===== src/rtl/alu_pkg.sv =====
// Shared types and constants for the iterative ALU (opcodes, FSM states, flag bundle).
// Counter widths are used only when ITER_ALU_OP_COUNTER_EN is defined.
package alu_pkg;

    localparam int OP_LAST = 8;
    localparam int CNT_W   = 16;
    localparam int ERR_W   = 8;

    typedef enum logic [3:0] {
        OP_ADD = 4'd0,
        OP_SUB = 4'd1,
        OP_MUL = 4'd2,
        OP_DIV = 4'd3,
        OP_MOD = 4'd4,
        OP_AND = 4'd5,
        OP_OR  = 4'd6,
        OP_XOR = 4'd7,
        OP_NOT = 4'd8
    } alu_op_t;

    typedef enum logic [1:0] {
        IDLE = 2'd0,
        BUSY = 2'd1,
        DONE = 2'd2
    } alu_state_t;

    typedef struct packed {
        logic zero;
        logic neg;
        logic carry;
        logic ovf;
        logic dbz;
        logic ill;
    } alu_flags_t;

endpackage


===== src/rtl/iter_divmod.sv =====
// N-cycle restoring divider. done flags the final iteration; quotient/remainder
// carry the values that step produces, so the caller latches them on that edge.
module iter_divmod
    import alu_pkg::*;
#(
    parameter int N = 8
) (
    input  logic         clk,
    input  logic         rst_n,
    input  logic         start,
    input  logic [N-1:0] dividend,
    input  logic [N-1:0] divisor,
    output logic         done,
    output logic [N-1:0] quotient,
    output logic [N-1:0] remainder
);

    localparam int CW = $clog2(N + 1);

    logic [CW-1:0] cnt_r;
    logic [N-1:0]  rem_r;
    logic [N-1:0]  quo_r;
    logic [N-1:0]  div_r;
    logic [N:0]    shifted_s;
    logic [N:0]    diff_s;
    logic          ge_s;
    logic [N-1:0]  rem_next_s;
    logic [N-1:0]  quo_next_s;

    // One restoring step. The remainder stays below the divisor, so the trial
    // difference is negative exactly when its top bit is set.
    always_comb begin
        shifted_s = {rem_r, quo_r[N-1]};
        diff_s    = shifted_s - {1'b0, div_r};
        ge_s      = ~diff_s[N];
        if (ge_s) begin
            rem_next_s = diff_s[N-1:0];
        end else begin
            rem_next_s = shifted_s[N-1:0];
        end
        quo_next_s = {quo_r[N-2:0], ge_s};
    end

    assign done      = (cnt_r == CW'(1));
    assign quotient  = quo_next_s;
    assign remainder = rem_next_s;

    // Load operands on start, then iterate until the counter drains.
    always_ff @(posedge clk or negedge rst_n) begin
        if (!rst_n) begin
            cnt_r <= {CW{1'b0}};
            rem_r <= {N{1'b0}};
            quo_r <= {N{1'b0}};
            div_r <= {N{1'b0}};
        end else if (start) begin
            cnt_r <= CW'(N);
            rem_r <= {N{1'b0}};
            quo_r <= dividend;
            div_r <= divisor;
        end else if (cnt_r != {CW{1'b0}}) begin
            cnt_r <= cnt_r - CW'(1);
            rem_r <= rem_next_s;
            quo_r <= quo_next_s;
        end
    end

endmodule


===== src/rtl/iter_alu.sv =====
// Sequential opcode-selected ALU with valid/ready handshakes; MUL and DIV/MOD iterate one bit per cycle.
// Optional op/error counters are built when ITER_ALU_OP_COUNTER_EN is defined. Requires OPW >= 4.
module iter_alu
    import alu_pkg::*;
#(
    parameter int N   = 8,
    parameter int OPW = 4
) (
    input  logic           clk,
    input  logic           rst_n,
    input  logic           in_valid,
    output logic           in_ready,
    input  logic [OPW-1:0] op,
    input  logic [N-1:0]   a,
    input  logic [N-1:0]   b,
    input  logic           c_in,
    output logic           out_valid,
    input  logic           out_ready,
    output logic [N-1:0]   result_lo,
    output logic [N-1:0]   result_hi,
    output logic           flag_zero,
    output logic           flag_neg,
    output logic           flag_carry,
    output logic           flag_ovf,
    output logic           flag_dbz,
    output logic           flag_ill
`ifdef ITER_ALU_OP_COUNTER_EN
    ,
    input  logic             cnt_clr,
    output logic [CNT_W-1:0] op_count,
    output logic [ERR_W-1:0] err_count
`endif
);

    localparam int CW = $clog2(N + 1);

    alu_state_t    state_r;
    logic [CW-1:0] cnt_r;
    logic          in_ready_r;
    logic          out_valid_r;
    logic [2*N-1:0] acc_r;
    logic [N-1:0]  mcand_r;
    logic          is_mul_r;
    logic          is_mod_r;
    logic [N-1:0]  lo_r;
    logic [N-1:0]  hi_r;
    alu_flags_t    flags_r;

    alu_op_t       op_s;
    logic          op_ill_s;
    logic          accept_s;
    logic          b_zero_s;
    logic          mul_start_s;
    logic          div_start_s;
    logic          iter_start_s;
    logic          mul_finish_s;
    logic          div_finish_s;
    logic [N:0]    add_sum_s;
    logic [N:0]    mul_sum_s;
    logic [2*N-1:0] mul_next_s;
    logic [N-1:0]  fast_lo_s;
    alu_flags_t    fast_flags_s;
    logic [N-1:0]  iter_lo_s;
    logic [N-1:0]  iter_hi_s;
    alu_flags_t    iter_flags_s;
    logic          div_done_s;
    logic [N-1:0]  quotient_s;
    logic [N-1:0]  remainder_s;

    assign op_s         = alu_op_t'(op[3:0]);
    assign op_ill_s     = (op > OPW'(OP_LAST));
    assign accept_s     = in_valid && (state_r == IDLE);
    assign b_zero_s     = (b == {N{1'b0}});
    assign mul_start_s  = accept_s && !op_ill_s && (op_s == OP_MUL);
    assign div_start_s  = accept_s && !op_ill_s && ((op_s == OP_DIV) || (op_s == OP_MOD)) && !b_zero_s;
    assign iter_start_s = mul_start_s || div_start_s;
    assign mul_finish_s = (state_r == BUSY) && is_mul_r && (cnt_r == CW'(1));
    assign div_finish_s = (state_r == BUSY) && !is_mul_r && div_done_s;

    assign add_sum_s  = {1'b0, a} + {1'b0, b} + {{N{1'b0}}, c_in};
    // Shift-add: {hi, lo} starts as {0, b}; each step adds a into hi when lo[0] is set, then shifts right.
    assign mul_sum_s  = {1'b0, acc_r[2*N-1:N]} + (acc_r[0] ? {1'b0, mcand_r} : {(N+1){1'b0}});
    assign mul_next_s = {mul_sum_s, acc_r[N-1:1]};

    iter_divmod #(
        .N(N)
    ) u_divmod (
        .clk       (clk),
        .rst_n     (rst_n),
        .start     (div_start_s),
        .dividend  (a),
        .divisor   (b),
        .done      (div_done_s),
        .quotient  (quotient_s),
        .remainder (remainder_s)
    );

    // Single-cycle result for ADD/SUB/logic, divide-by-zero and illegal opcodes.
    always_comb begin
        fast_lo_s    = {N{1'b0}};
        fast_flags_s = '{default: 1'b0};
        if (op_ill_s) begin
            fast_flags_s.ill = 1'b1;
        end else begin
            case (op_s)
                OP_ADD: begin
                    fast_lo_s          = add_sum_s[N-1:0];
                    fast_flags_s.carry = add_sum_s[N];
                end
                OP_SUB: begin
                    fast_lo_s        = a - b;
                    fast_flags_s.neg = (b > a);
                end
                OP_MUL:         fast_lo_s        = {N{1'b0}};
                OP_DIV, OP_MOD: fast_flags_s.dbz = b_zero_s;
                OP_AND:         fast_lo_s        = a & b;
                OP_OR:          fast_lo_s        = a | b;
                OP_XOR:         fast_lo_s        = a ^ b;
                OP_NOT:         fast_lo_s        = ~a;
                default:        fast_flags_s.ill = 1'b1;
            endcase
        end
        fast_flags_s.zero = !fast_flags_s.ill && (fast_lo_s == {N{1'b0}});
    end

    // Result of the final iteration of MUL or DIV/MOD.
    always_comb begin
        iter_flags_s = '{default: 1'b0};
        if (is_mul_r) begin
            iter_lo_s         = mul_next_s[N-1:0];
            iter_hi_s         = mul_next_s[2*N-1:N];
            iter_flags_s.ovf  = (mul_next_s[2*N-1:N] != {N{1'b0}});
            iter_flags_s.zero = (mul_next_s == {(2*N){1'b0}});
        end else begin
            iter_lo_s         = is_mod_r ? remainder_s : quotient_s;
            iter_hi_s         = {N{1'b0}};
            iter_flags_s.zero = (iter_lo_s == {N{1'b0}});
        end
    end

    // Control FSM with registered handshake outputs.
    always_ff @(posedge clk or negedge rst_n) begin
        if (!rst_n) begin
            state_r     <= IDLE;
            cnt_r       <= {CW{1'b0}};
            in_ready_r  <= 1'b1;
            out_valid_r <= 1'b0;
        end else begin
            case (state_r)
                IDLE: begin
                    if (accept_s) begin
                        in_ready_r <= 1'b0;
                        if (iter_start_s) begin
                            state_r <= BUSY;
                            cnt_r   <= CW'(N);
                        end else begin
                            state_r     <= DONE;
                            out_valid_r <= 1'b1;
                        end
                    end
                end
                BUSY: begin
                    if (cnt_r != {CW{1'b0}}) begin
                        cnt_r <= cnt_r - CW'(1);
                    end
                    if (mul_finish_s || div_finish_s) begin
                        state_r     <= DONE;
                        out_valid_r <= 1'b1;
                    end
                end
                DONE: begin
                    if (out_ready) begin
                        state_r     <= IDLE;
                        in_ready_r  <= 1'b1;
                        out_valid_r <= 1'b0;
                    end
                end
                default: begin
                    state_r     <= IDLE;
                    cnt_r       <= {CW{1'b0}};
                    in_ready_r  <= 1'b1;
                    out_valid_r <= 1'b0;
                end
            endcase
        end
    end

    // Operand capture and the multiply accumulator.
    always_ff @(posedge clk or negedge rst_n) begin
        if (!rst_n) begin
            acc_r    <= {(2*N){1'b0}};
            mcand_r  <= {N{1'b0}};
            is_mul_r <= 1'b0;
            is_mod_r <= 1'b0;
        end else if (accept_s) begin
            acc_r    <= {{N{1'b0}}, b};
            mcand_r  <= a;
            is_mul_r <= (op_s == OP_MUL);
            is_mod_r <= (op_s == OP_MOD);
        end else if ((state_r == BUSY) && is_mul_r) begin
            acc_r <= mul_next_s;
        end
    end

    // Result registers, held stable through DONE.
    always_ff @(posedge clk or negedge rst_n) begin
        if (!rst_n) begin
            lo_r    <= {N{1'b0}};
            hi_r    <= {N{1'b0}};
            flags_r <= '{default: 1'b0};
        end else if (accept_s && !iter_start_s) begin
            lo_r    <= fast_lo_s;
            hi_r    <= {N{1'b0}};
            flags_r <= fast_flags_s;
        end else if (mul_finish_s || div_finish_s) begin
            lo_r    <= iter_lo_s;
            hi_r    <= iter_hi_s;
            flags_r <= iter_flags_s;
        end
    end

    assign in_ready   = in_ready_r;
    assign out_valid  = out_valid_r;
    assign result_lo  = lo_r;
    assign result_hi  = hi_r;
    assign flag_zero  = flags_r.zero;
    assign flag_neg   = flags_r.neg;
    assign flag_carry = flags_r.carry;
    assign flag_ovf   = flags_r.ovf;
    assign flag_dbz   = flags_r.dbz;
    assign flag_ill   = flags_r.ill;

`ifdef ITER_ALU_OP_COUNTER_EN
    logic [CNT_W-1:0] op_count_r;
    logic [ERR_W-1:0] err_count_r;

    // Saturating handshake and error counters; clear wins over increment.
    always_ff @(posedge clk or negedge rst_n) begin
        if (!rst_n) begin
            op_count_r  <= {CNT_W{1'b0}};
            err_count_r <= {ERR_W{1'b0}};
        end else if (cnt_clr) begin
            op_count_r  <= {CNT_W{1'b0}};
            err_count_r <= {ERR_W{1'b0}};
        end else if (out_valid_r && out_ready) begin
            if (op_count_r != {CNT_W{1'b1}}) begin
                op_count_r <= op_count_r + CNT_W'(1);
            end
            if ((flags_r.dbz || flags_r.ill) && (err_count_r != {ERR_W{1'b1}})) begin
                err_count_r <= err_count_r + ERR_W'(1);
            end
        end
    end

    assign op_count  = op_count_r;
    assign err_count = err_count_r;
`endif

endmodule


===== config.mk =====
export PLATFORM = sky130hd
export DESIGN_NAME = iter_alu
export DESIGN_NICKNAME = d
export VERILOG_FILES = /design/src/rtl/alu_pkg.sv /design/src/rtl/iter_divmod.sv /design/src/rtl/iter_alu.sv
export SDC_FILE = /design/constraint.sdc
export NUM_CORES = 1
export LEC_CHECK = 0
export CAP_MARGIN = 15
export CORE_ASPECT_RATIO = 0.9
export CORE_MARGIN = 5
export CORE_UTILIZATION = 40
export DETAILED_ROUTE_END_ITERATION = 10
export SKIP_LAST_GASP = 1
export SYNTH_ARGS = -nofsm -noshare
export SYNTH_HDL_FRONTEND = slang
export SYNTH_SLANG_ARGS = --single-unit

===== constraint.sdc =====
create_clock -name clk -period 3.17 [get_ports clk]
set_clock_uncertainty 0.1 [all_clocks]
set_input_delay 0.317 -clock clk [delete_from_list [all_inputs] [get_ports clk]]
set_output_delay 0.317 -clock clk [all_outputs]
set_load 0.01 [all_outputs]

==> results.cfg <==
[status]
outcome = complete, but fails checks
violations = setup timing

[cts]
clock_path_buffers = 2
insertion_delay_ns = 0.35
h-tree-depth = 3
cts_buffers = 9
cts_root_buffer = clkbuf_16
cts.sinks = 84
cts_tree = built
clkTransAtPathRegs_ns = 0.07

[detailed_routing]
detailroute.via_count = 5729
via_per_inst = 5.68
dr.pass1.iters = 5
drc = 0
wirelength_um = 18600
wl_per_cell_um = 18.5
drtIter0Drc = 415
postRouteAntennaNets = 0

[final_layout]
finish.instance_area_um2 = 7730
fin_util_pct = 50.8
nets = 877
diodes = 0
area_growth_pct = 25.8
drive_gt1_share_pct = 17.6
stdcell_count = 1008

[timing]
rsz0062_at_grt = true
drv_slew = 0
setup_ws_ns = -0.00625
hold_ws_ns = 0.390
max_clock_freq_mhz = 315
final-setup-viol-count = 1
period_share_pct = 100
max_slew_margin_pct = 39.0
hold_viol_final = 0
min_period_ns = 3.18
worst_pin_slew_ns = 0.904

[global_route]
grt_start_max_net_pins = 47
grt.total_usage_pct = 21.0
grt_overflow = 0
grt_pass1_vias = 5687
grt_pass1_wl_um = 30100
antenna_found_initial = 0

[worst_setup_path]
r2r_cells = 13
rrSetupSlack_ns = -0.006
slowest_delay_ns = 0.55
r2r-end = flag_zero$_DFFE_PN0P_
cp_slowest_cell = or4_4
setup.worst_path.start_class = flop
regToRegStartpoint = acc_r[0]$_DFFE_PN0P_
arrival_ns = 3.35
cp.required_ns = 3.34
crit_type = flop to flop
end_kind = flop
crit_fanout = 4
path_cells = and2_4, ha_4, inv_2, fa_2, nor2b_2, o31a_1, o31ai_2, a21boi_2, or4_4, nor4b_4, buf_4, a31oi_4, a22oi_2

[floorplan]
design.die.area_um2 = 17900
ios = 49
die_h_um = 128
die_w_um = 141
core_area_um2 = 15200
rows = 43
initial_utilization_pct = 40.4

[hold_path]
hold_depth = 2
min_path_type = flop to flop
hold_end = result_hi[0]$_DFFE_PN0P_
min_from = result_hi[0]$_DFFE_PN0P_

[yosys]
ys.flop_type = dfrtp_1
syn_area_per_cell_um2 = 8.74
synth_top_area_cell = dfrtp_1
syn_inst = 703
yosys.area.top_type_share_pct = 33.8
yosysWarnings = 0
ys_top_cells_by_area = dfrtp_1, ha_1, nand2_1, nor2_1, o21ai_0
synthesis.area_um2 = 6150
synth-edff-count = 0
ys_ff_latch = 84
ys_types = 75
synth-seq-area-share_pct = 34.2
synthesis.nets = 779
async_flop_share_pct = 100

[flow_run]
cap_viol_max_count = 0

[placement]
dp_hpwl_um = 14100
place_ws_ns = -0.231
dp_cells = 987
placed_area_um2 = 7240
place.gp.congestion = 0.907
port_buffers = 48

[power_and_ir_drop]
ir_worst_vdd_mv = 0.889
pwr_density_cell_nw_per_um2 = 923
power.leakage_nw = 3.45
## worst max-delay path by stage
stage | from | to | cells past startpoint | slack, ns
2_1_floorplan | u_divmod.quo_r[7]$_DFFE_PN0P_ | flag_zero$_DFFE_PN0P_ | 12 | 0.17
3_3_place_gp | a[0] | flag_zero$_DFFE_PN0P_ | 12 | -0.21
3_5_place_dp | a[0] | flag_zero$_DFFE_PN0P_ | 12 | -0.23
4_1_cts | u_divmod.quo_r[7]$_DFFE_PN0P_ | flag_zero$_DFFE_PN0P_ | 12 | 0.01
5_1_grt | acc_r[0]$_DFFE_PN0P_ | flag_zero$_DFFE_PN0P_ | 13 | -0.15
6_report | acc_r[0]$_DFFE_PN0P_ | flag_zero$_DFFE_PN0P_ | 13 | -0.006
## critical path, delay by kind of cell (launching register included)
kind            cells  cell delay, ns
fa+ha+maj           2            0.53
buf+inv             2            0.22
flops               1            0.39
compound gates      5            0.72
simple gates        4            1.13
## final cells by class
class | instances | area [µm²]
clock inverters | 7 | 81.3
clock buffers | 9 | 225
repair buffers | 121 | 1050
flip-flops and latches | 84 | 2100
well taps | 202 | 253
inverters | 41 | 154
multi-input cells | 544 | 3870
fillers | 1402 | 7490
## Yosys cell counts, drive strengths merged (8+ instances only)
cell / count
xnor2: 8
mux2: 11
inv: 41
mux2i: 11
and2: 14
a31oi: 11
nor2: 62
nand2: 86
o21a: 8
ha: 46
nand3: 13
nor3: 15
nor2b: 10
clkbuf: 20
nand2b: 12
a211oi: 17
a22oi: 15
buf: 14
dfrtp: 83
a22o: 10
o21ai: 42
nand4: 8
a21oi: 37
a21o: 10
## layer usage
layer	GRT usage [%]	up-vias	share of wire [%]
met5	0	-	0
li1	-	2721	-
met1	30.3	2817	47
met3	3.97	23	5.3
met4	4.96	0	1.4
met2	32.9	168	46
## cell families after synthesis
group	Yosys count	share of synthesized area [%]
simple gates	254	20.2
xor+xnor	14	2.42
buf+inv	75	5.05
mux	22	3.87
compound gates	203	23.3
fa+ha+maj	51	11.0
flops	84	34.2
## where the power goes
part | internal (mW) | switching, mW
registers | 1.50 | 0.381
clock network | 0.625 | 0.482
logic | 1.95 | 2.19
total | 4.08 | 3.06
## cells in the final DEF (no fill, tap or decap), drive strengths merged, types with 4 or more instances in the layout
master,instances
a211oi,17
a21boi,4
a21o,10
a21oi,37
a22o,10
a22oi,15
a311oi,4
a31oi,11
and2,14
and3,4
buf,73
clkbuf,9
clkdlybuf4s50,47
dfrtp,83
fa,5
ha,46
inv,45
mux2,11
mux2i,11
nand2,86
nand2b,12
nand3,13
nand4,8
nor2,62
nor2b,10
nor3,15
nor4,4
o21a,8
o21ai,42
o22ai,5
o31ai,7
o41ai,4
or3,4
or4,4
or4b,4
xnor2,8
xor2,6
## sequential cells by signal (all words and copies together), names as in the netlist, 2 cells and up
signal	flops
mcand_r	8
state_r	2
u_divmod.quo_r	8
result_hi	8
cnt_r	4
u_divmod.div_r	8
u_divmod.rem_r	8
u_divmod.cnt_r	4
result_lo	8
acc_r	16
## per-stage QoR
| step | power, mW | setup TNS [ns] |
|---|---|---|
| after global routing | 7.64 | -0.185 |
| after global placement | 5.55 | -0.439 |
| after detailed placement | 5.67 | -0.727 |
| after CTS | 6.81 | 0 |
| final | 7.13 | -0.00625 |
| after floorplan | 4.33 | 0 |
## timing repair
action,CTS,global route
endpoints found under the setup margin,0,9
hold endpoints to repair,43,0
gates resized for setup,0,31
hold buffers,1,0
buffers inserted,0,3
Power figures use the tool's default switching activity.
